===== config.mk =====
export PLATFORM = sky130hd
export DESIGN_NAME = id_ex_stage
export DESIGN_NICKNAME = d
export VERILOG_FILES = /design/src/rtl/id_ex_stage.sv
export SDC_FILE = /design/constraint.sdc
export NUM_CORES = 1
export LEC_CHECK = 0
export CAP_MARGIN = 25
export CORE_ASPECT_RATIO = 0.75
export CORE_UTILIZATION = 30
export DETAILED_ROUTE_END_ITERATION = 12
export PLACE_DENSITY = 0.65
export SYNTH_ARGS = -nofsm -noshare
export SYNTH_HDL_FRONTEND = slang
export SYNTH_SLANG_ARGS = --single-unit

===== constraint.sdc =====
create_clock -name clk -period 3.4 [get_ports clk]
set_input_delay 0.68 -clock clk [delete_from_list [all_inputs] [get_ports clk]]
set_output_delay 0.68 -clock clk [all_outputs]
set_load 0.005 [all_outputs]

===== src/rtl/id_ex_stage.sv =====
// ID/EX pipeline register for the five-stage pipeline.
// Latches decoded operands and control from ID, applies EX/MEM and MEM/WB
// forwarding to the ALU operands and store data, and detects load-use
// hazards. A hazard raises the ID stall request and puts a bubble into EX.
module id_ex_stage #(
    parameter int         DW        = 32,
    parameter int         RW        = 5,
    parameter logic [3:0] BUBBLE_OP = 4'd13
) (
    input  logic          clk,
    input  logic          rst,
    input  logic          id_valid,
    input  logic [DW-1:0] id_pc,
    input  logic [DW-1:0] id_rs_data,
    input  logic [DW-1:0] id_rt_data,
    input  logic [DW-1:0] id_imm,
    input  logic [RW-1:0] id_rs,
    input  logic [RW-1:0] id_rt,
    input  logic [RW-1:0] id_rd,
    input  logic [3:0]    id_aluop,
    input  logic          id_alusrc,
    input  logic          id_regwrite,
    input  logic          id_memread,
    input  logic          id_memwrite,
    input  logic          id_memtoreg,
    input  logic          flush,
    input  logic          exmem_regwrite,
    input  logic [RW-1:0] exmem_rd,
    input  logic [DW-1:0] exmem_result,
    input  logic          memwb_regwrite,
    input  logic [RW-1:0] memwb_rd,
    input  logic [DW-1:0] memwb_wdata,
    output logic          ex_valid,
    output logic          ex_regwrite,
    output logic          ex_memread,
    output logic          ex_memwrite,
    output logic          ex_memtoreg,
    output logic [DW-1:0] ex_pc,
    output logic [RW-1:0] ex_rd,
    output logic [3:0]    ex_aluop,
    output logic [DW-1:0] alu_a,
    output logic [DW-1:0] alu_b,
    output logic [DW-1:0] ex_store_data,
    output logic          hold_id
);

    localparam logic [RW-1:0] REG_ZERO = {RW{1'b0}};
    localparam logic [DW-1:0] DATA_ZERO = {DW{1'b0}};

    // Pipeline state
    logic          ex_valid_r;
    logic          ex_regwrite_r;
    logic          ex_memread_r;
    logic          ex_memwrite_r;
    logic          ex_memtoreg_r;
    logic          ex_alusrc_r;
    logic [DW-1:0] ex_pc_r;
    logic [RW-1:0] ex_rd_r;
    logic [RW-1:0] ex_rs_r;
    logic [RW-1:0] ex_rt_r;
    logic [DW-1:0] ex_rs_data_r;
    logic [DW-1:0] ex_rt_data_r;
    logic [DW-1:0] ex_imm_r;
    logic [3:0]    ex_aluop_r;

    // Combinational helpers
    logic          hold_s;
    logic          load_bubble_s;
    logic [DW-1:0] fwd_rs_s;
    logic [DW-1:0] fwd_rt_s;
    logic [DW-1:0] alu_b_s;

    // Forwarding mux for one stored operand. The younger EX/MEM producer
    // wins over MEM/WB; register 0 is never forwarded so it keeps the
    // register-file value of zero.
    function automatic logic [DW-1:0] fwd_sel(
        input logic [RW-1:0] idx,
        input logic [DW-1:0] latched,
        input logic          em_wr,
        input logic [RW-1:0] em_rd,
        input logic [DW-1:0] em_data,
        input logic          mw_wr,
        input logic [RW-1:0] mw_rd,
        input logic [DW-1:0] mw_data
    );
        logic [DW-1:0] res;
        if (em_wr && (em_rd != REG_ZERO) && (em_rd == idx)) begin
            res = em_data;
        end else if (mw_wr && (mw_rd != REG_ZERO) && (mw_rd == idx)) begin
            res = mw_data;
        end else begin
            res = latched;
        end
        return res;
    endfunction

    // Load-use detection: a load in EX whose destination is read by the ID instruction
    always_comb begin
        hold_s = ex_valid_r && ex_memread_r && (ex_rd_r != REG_ZERO) && id_valid
                 && ((ex_rd_r == id_rs) || (ex_rd_r == id_rt));
        load_bubble_s = flush || hold_s || !id_valid;
    end

    // Pipeline register: reset and bubble share the same cleared image
    always_ff @(posedge clk) begin
        if (rst || load_bubble_s) begin
            ex_valid_r    <= 1'b0;
            ex_regwrite_r <= 1'b0;
            ex_memread_r  <= 1'b0;
            ex_memwrite_r <= 1'b0;
            ex_memtoreg_r <= 1'b0;
            ex_alusrc_r   <= 1'b0;
            ex_pc_r       <= DATA_ZERO;
            ex_rd_r       <= REG_ZERO;
            ex_rs_r       <= REG_ZERO;
            ex_rt_r       <= REG_ZERO;
            ex_rs_data_r  <= DATA_ZERO;
            ex_rt_data_r  <= DATA_ZERO;
            ex_imm_r      <= DATA_ZERO;
            ex_aluop_r    <= BUBBLE_OP;
        end else begin
            ex_valid_r    <= 1'b1;
            ex_regwrite_r <= id_regwrite;
            ex_memread_r  <= id_memread;
            ex_memwrite_r <= id_memwrite;
            ex_memtoreg_r <= id_memtoreg;
            ex_alusrc_r   <= id_alusrc;
            ex_pc_r       <= id_pc;
            ex_rd_r       <= id_rd;
            ex_rs_r       <= id_rs;
            ex_rt_r       <= id_rt;
            ex_rs_data_r  <= id_rs_data;
            ex_rt_data_r  <= id_rt_data;
            ex_imm_r      <= id_imm;
            ex_aluop_r    <= id_aluop;
        end
    end

    // Operand forwarding and operand-B selection
    always_comb begin
        fwd_rs_s = fwd_sel(ex_rs_r, ex_rs_data_r, exmem_regwrite, exmem_rd, exmem_result,
                           memwb_regwrite, memwb_rd, memwb_wdata);
        fwd_rt_s = fwd_sel(ex_rt_r, ex_rt_data_r, exmem_regwrite, exmem_rd, exmem_result,
                           memwb_regwrite, memwb_rd, memwb_wdata);
        if (ex_alusrc_r) begin
            alu_b_s = ex_imm_r;
        end else begin
            alu_b_s = fwd_rt_s;
        end
    end

    assign ex_valid      = ex_valid_r;
    assign ex_regwrite   = ex_regwrite_r;
    assign ex_memread    = ex_memread_r;
    assign ex_memwrite   = ex_memwrite_r;
    assign ex_memtoreg   = ex_memtoreg_r;
    assign ex_pc         = ex_pc_r;
    assign ex_rd         = ex_rd_r;
    assign ex_aluop      = ex_aluop_r;
    assign alu_a         = fwd_rs_s;
    assign alu_b         = alu_b_s;
    assign ex_store_data = fwd_rt_s;
    assign hold_id       = hold_s;

endmodule


==> results.txt <==
----------------------------------------------------
[Outcome]
  Outcome ... finished, violations left
  Failing checks ... negative setup slack

[Synthesis]
  Proportion of synthesized chip area in sequential cells ... 47.4%
  Netlist area before placement ... 0.00646 mm2
  Cell taking the most area after synthesis ... sky130_fd_sc_hd__dfxtp_1
  Number of distinct library cells after synthesis ... 31
  Syn_area_per_cell ... 9.18 um2
  Main flop type after synthesis ... sky130_fd_sc_hd__dfxtp_1
  Number of flip-flops and latches in the synthesized netlist ... 153
  Number of warnings printed during yosys synthesis ... 0
  Mapped Cells ... 703
  Most used standard cell by instance count after synthesis ... sky130_fd_sc_hd__dfxtp_1
  Net Count, Synth ... 935
  Largest cells by area after synthesis ... sky130_fd_sc_hd__dfxtp_1 47%, sky130_fd_sc_hd__and2_1 14%, sky130_fd_sc_hd__mux2_2 5.2%, sky130_fd_sc_hd__mux2i_1 5.0%, sky130_fd_sc_hd__a31oi_1 2.9%
  Area share of the largest cell type after synthesis ... 47.4%
  Most frequent cells after synthesis ... 153 x sky130_fd_sc_hd__dfxtp_1, 149 x sky130_fd_sc_hd__and2_1, 43 x sky130_fd_sc_hd__nor2_1
  Proportion of synthesized flip-flops having asynchronous set or reset ... 0%
  Count of flip-flops with a built-in enable after synthesis ... 0

[Drt]
  Detailed Route WL ... 27500 um
  First DRT Iteration DRCs ... 422
  DRC ... 0
  Total via count in the routed design ... 6672
  DRT met1 WL ... 10900 um
  DR WL met2 ... 13500 um
  Met3 WL ... 2360 um
  Highest signal layer in the routed design ... met5
  Routed len/inst ... 19.1 um
  Router iterations before antenna repair ... 6
  Antenna-violating nets left ... 0
  Average via count per standard cell ... 4.65

[STA]
  Slew margin rel. ... 56.9%
  Setup slack of the critical path after layout ... -0.00982 ns
  Final setup violating endpoints ... 2
  Pin slew with the least headroom to its limit ... 0.646 ns
  Hold violation count in the final report ... 0
  Setup repair after global routing missed its margin ... true
  Final Max Tran Viols ... 0
  Final Cycle Share ... 100%
  Upper clock frequency limit ... 0.293 GHz
  Crit path time final ... 3.41 ns
  Post-route clock skew ... 0.0148 ns

[Global route]
  Maximum number of pins on one net before global-route repair ... 57
  Total routing usage reported by global routing ... 23.3%
  Global-route wire length before repair ... 38100 um
  Antenna violations before repair ... 2
  Vias in the first global route ... 6575
  Remaining global-route overflow ... 0

[Power]
  Pwr Total ... 4620 uW
  Static Leakage ... 0.00544 uW
  Worst vdd rail ir drop ... 0.289 mV
  Power Density ... 371 mW/mm2

[Clock network]
  Clock transition at path regs ... 0.07 ns
  Clock tree from TritonCTS ... yes
  Number of buffers added by the clock tree synthesis step ... 17
  Number of H-tree levels ... 4
  Clock Sink Count ... 153
  Maximum clock path buffer count ... 2
  CTS Root Cell ... sky130_fd_sc_hd__clkbuf_16
  Hold-fix buffers, CTS ... 0
  Clock latency on the worst-skew pair ... 0.43 ns

[Floorplanning]
  Number of I/O pins ... 375
  Cell row count ... 46
  Overall die area ... 0.0221 mm2
  Core ar. ... 0.0211 mm2
  Vertical die dimension ... 129 um
  Die X ... 171 um
  Initial standard-cell utilization of the core ... 30.6%

[Placed design]
  Routability congestion estimate from global placement ... 0.815
  Estimated wirelength of the detail-placed design ... 17700 um
  Inst Count DP ... 1365
  Number of port buffers ... 374

[Critical path]
  Most prevalent standard cell on the critical path ... sky130_fd_sc_hd__buf_12
  Worst path max stage delay ... 0.54 ns
  Worst endpoint data arrival time ... 2.73 ns
  Slowest CP cell ... sky130_fd_sc_hd__or4_4
  Biggest fanout along the worst timing path ... 8
  Critical path required time ... 2.72 ns
  CP Launch Type ... input port
  Worst setup path category ... in -> out
  Worst setup EP type ... primary output
  List of cells traversed by the critical path ... buf_6, or4_4, o211ai_4, buf_12, or2_4, buf_12, buf_8, buf_12, a31oi_4, mux2_4, buf_6

[Hold path]
  HP Class ... in -> reg

[Final layout]
  Final Non-Filler Cells ... 1436
  Area grow syn2layout ... 92.8%
  Fraction of layout instances using a drive strength above 1 ... 20.5%
  Fin nets ... 1366
  Number of inserted filler cells in the final layout ... 1842
  Final core occ ... 58.9%

[Run]
  Max capacitance violation total ... 0

----------------------------------------------------
==> power breakdown <==
part	switching (uW)	leakage (uW)	internal, uW
sequential	20.1	0.00125	1840
clock	864	0.000299	1120
combinational	269	0.00390	508
total	1150	0.00544	3470
==> kinds of logic (layout without fill, tap and decap cells) <==
kind of cell,Yosys count,in the layout,share of synthesized area (%)
compound gates,104,104,9.28
xor+xnor,30,30,4.07
buf+inv,83,527,5.17
flops,153,153,47.4
mux,62,62,10.2
other cells,0,1,0
simple gates,271,271,23.8
==> per-stage QoR <==
step | setup WS (ns) | area, um2 | hold slack, ns | setup TNS (ns)
final | -0.00982 | 12500 | 0.798 | -0.0193
after global routing | -0.0816 | 12500 | 0.788 | -0.300
after CTS | -0.0482 | 12300 | 0.780 | -0.175
after detailed placement | -0.636 | 10900 | 0.988 | -42.77
after global placement | -0.615 | 10900 | 0.979 | -41.23
after floorplan | 0.529 | 6460 | 0.781 | 0
==> worst max-delay path, delay by kind of cell <==
| family | cells | cell delay [ns] |
|---|---|---|
| mux | 1 | 0.29 |
| compound gates | 2 | 0.28 |
| buf+inv | 6 | 0.73 |
| simple gates | 2 | 0.74 |
==> cell type report <==
type	count	area, um2	area share, %
Clock buffer	18	429	3.45
Inverter	31	116	0.935
Sequential cell	153	3060	24.6
Tap cell	288	360	2.89
Multi-Input combinational cell	467	3540	28.4
Antenna cell	1	2.50	0.0201
Clock inverter	14	178	1.43
Timing Repair Buffer	464	4760	38.2
==> per-layer routing <==
metal | vias to the layer above | global-route usage (%)
li1 | 3215 | -
met1 | 3140 | 26.1
met2 | 275 | 40.8
met3 | 40 | 8.40
met4 | 2 | 8.77
met5 | - | 0
==> cells in the final DEF, fill, tap and decap left out, types with 10 or more instances in the layout <==
cell type,n
sky130_fd_sc_hd__clkdlybuf4s50_1,272
sky130_fd_sc_hd__dfxtp_1,152
sky130_fd_sc_hd__and2_1,149
sky130_fd_sc_hd__buf_4,51
sky130_fd_sc_hd__dlygate4sd2_1,47
sky130_fd_sc_hd__nor2_1,42
sky130_fd_sc_hd__inv_1,31
sky130_fd_sc_hd__nor3_1,31
sky130_fd_sc_hd__a21oi_1,30
sky130_fd_sc_hd__mux2i_1,29
sky130_fd_sc_hd__or3_1,27
sky130_fd_sc_hd__buf_6,22
sky130_fd_sc_hd__clkbuf_16,20
sky130_fd_sc_hd__o21ai_0,19
sky130_fd_sc_hd__dlymetal6s2s_1,17
sky130_fd_sc_hd__mux2_4,16
sky130_fd_sc_hd__buf_12,16
sky130_fd_sc_hd__xnor2_1,15
sky130_fd_sc_hd__mux2_2,14
sky130_fd_sc_hd__xor2_1,13
sky130_fd_sc_hd__a31oi_2,13
sky130_fd_sc_hd__a31oi_4,13
sky130_fd_sc_hd__buf_2,12
sky130_fd_sc_hd__o21ai_1,10
==> what timing repair did <==
action / 4_1_cts / 5_1_grt
resized for setup: 270 / 56
pin swaps: 25 / 12
setup endpoints to repair: 96 / 59
cloned: 8 / 4
buffers inserted: 23 / 5
==> registers in the layout (all words and copies together), names as in the netlist, 4 cells and up <==
register / flops
ex_rt_r: 5
ex_imm_r: 32
ex_rt_data_r: 32
ex_pc: 32
ex_rs_r: 5
ex_rs_data_r: 32
ex_rd: 5
ex_aluop: 4
==> path summary, 6_finish.rpt <==
kind / from / to / slack [ns] / cells after the start
setup / recovery: exmem_rd[3] / alu_b[11] / -0.01 / 11
hold / removal: id_imm[4] / ex_imm_r[4] / 0.80 / 2
setup reg to reg: ex_rd[1] / ex_rs_data_r[22] / 1.22 / 5
hold reg to reg: ex_memread / ex_valid / 0.95 / 2
Note: power is estimated with default switching activity, not from simulation.
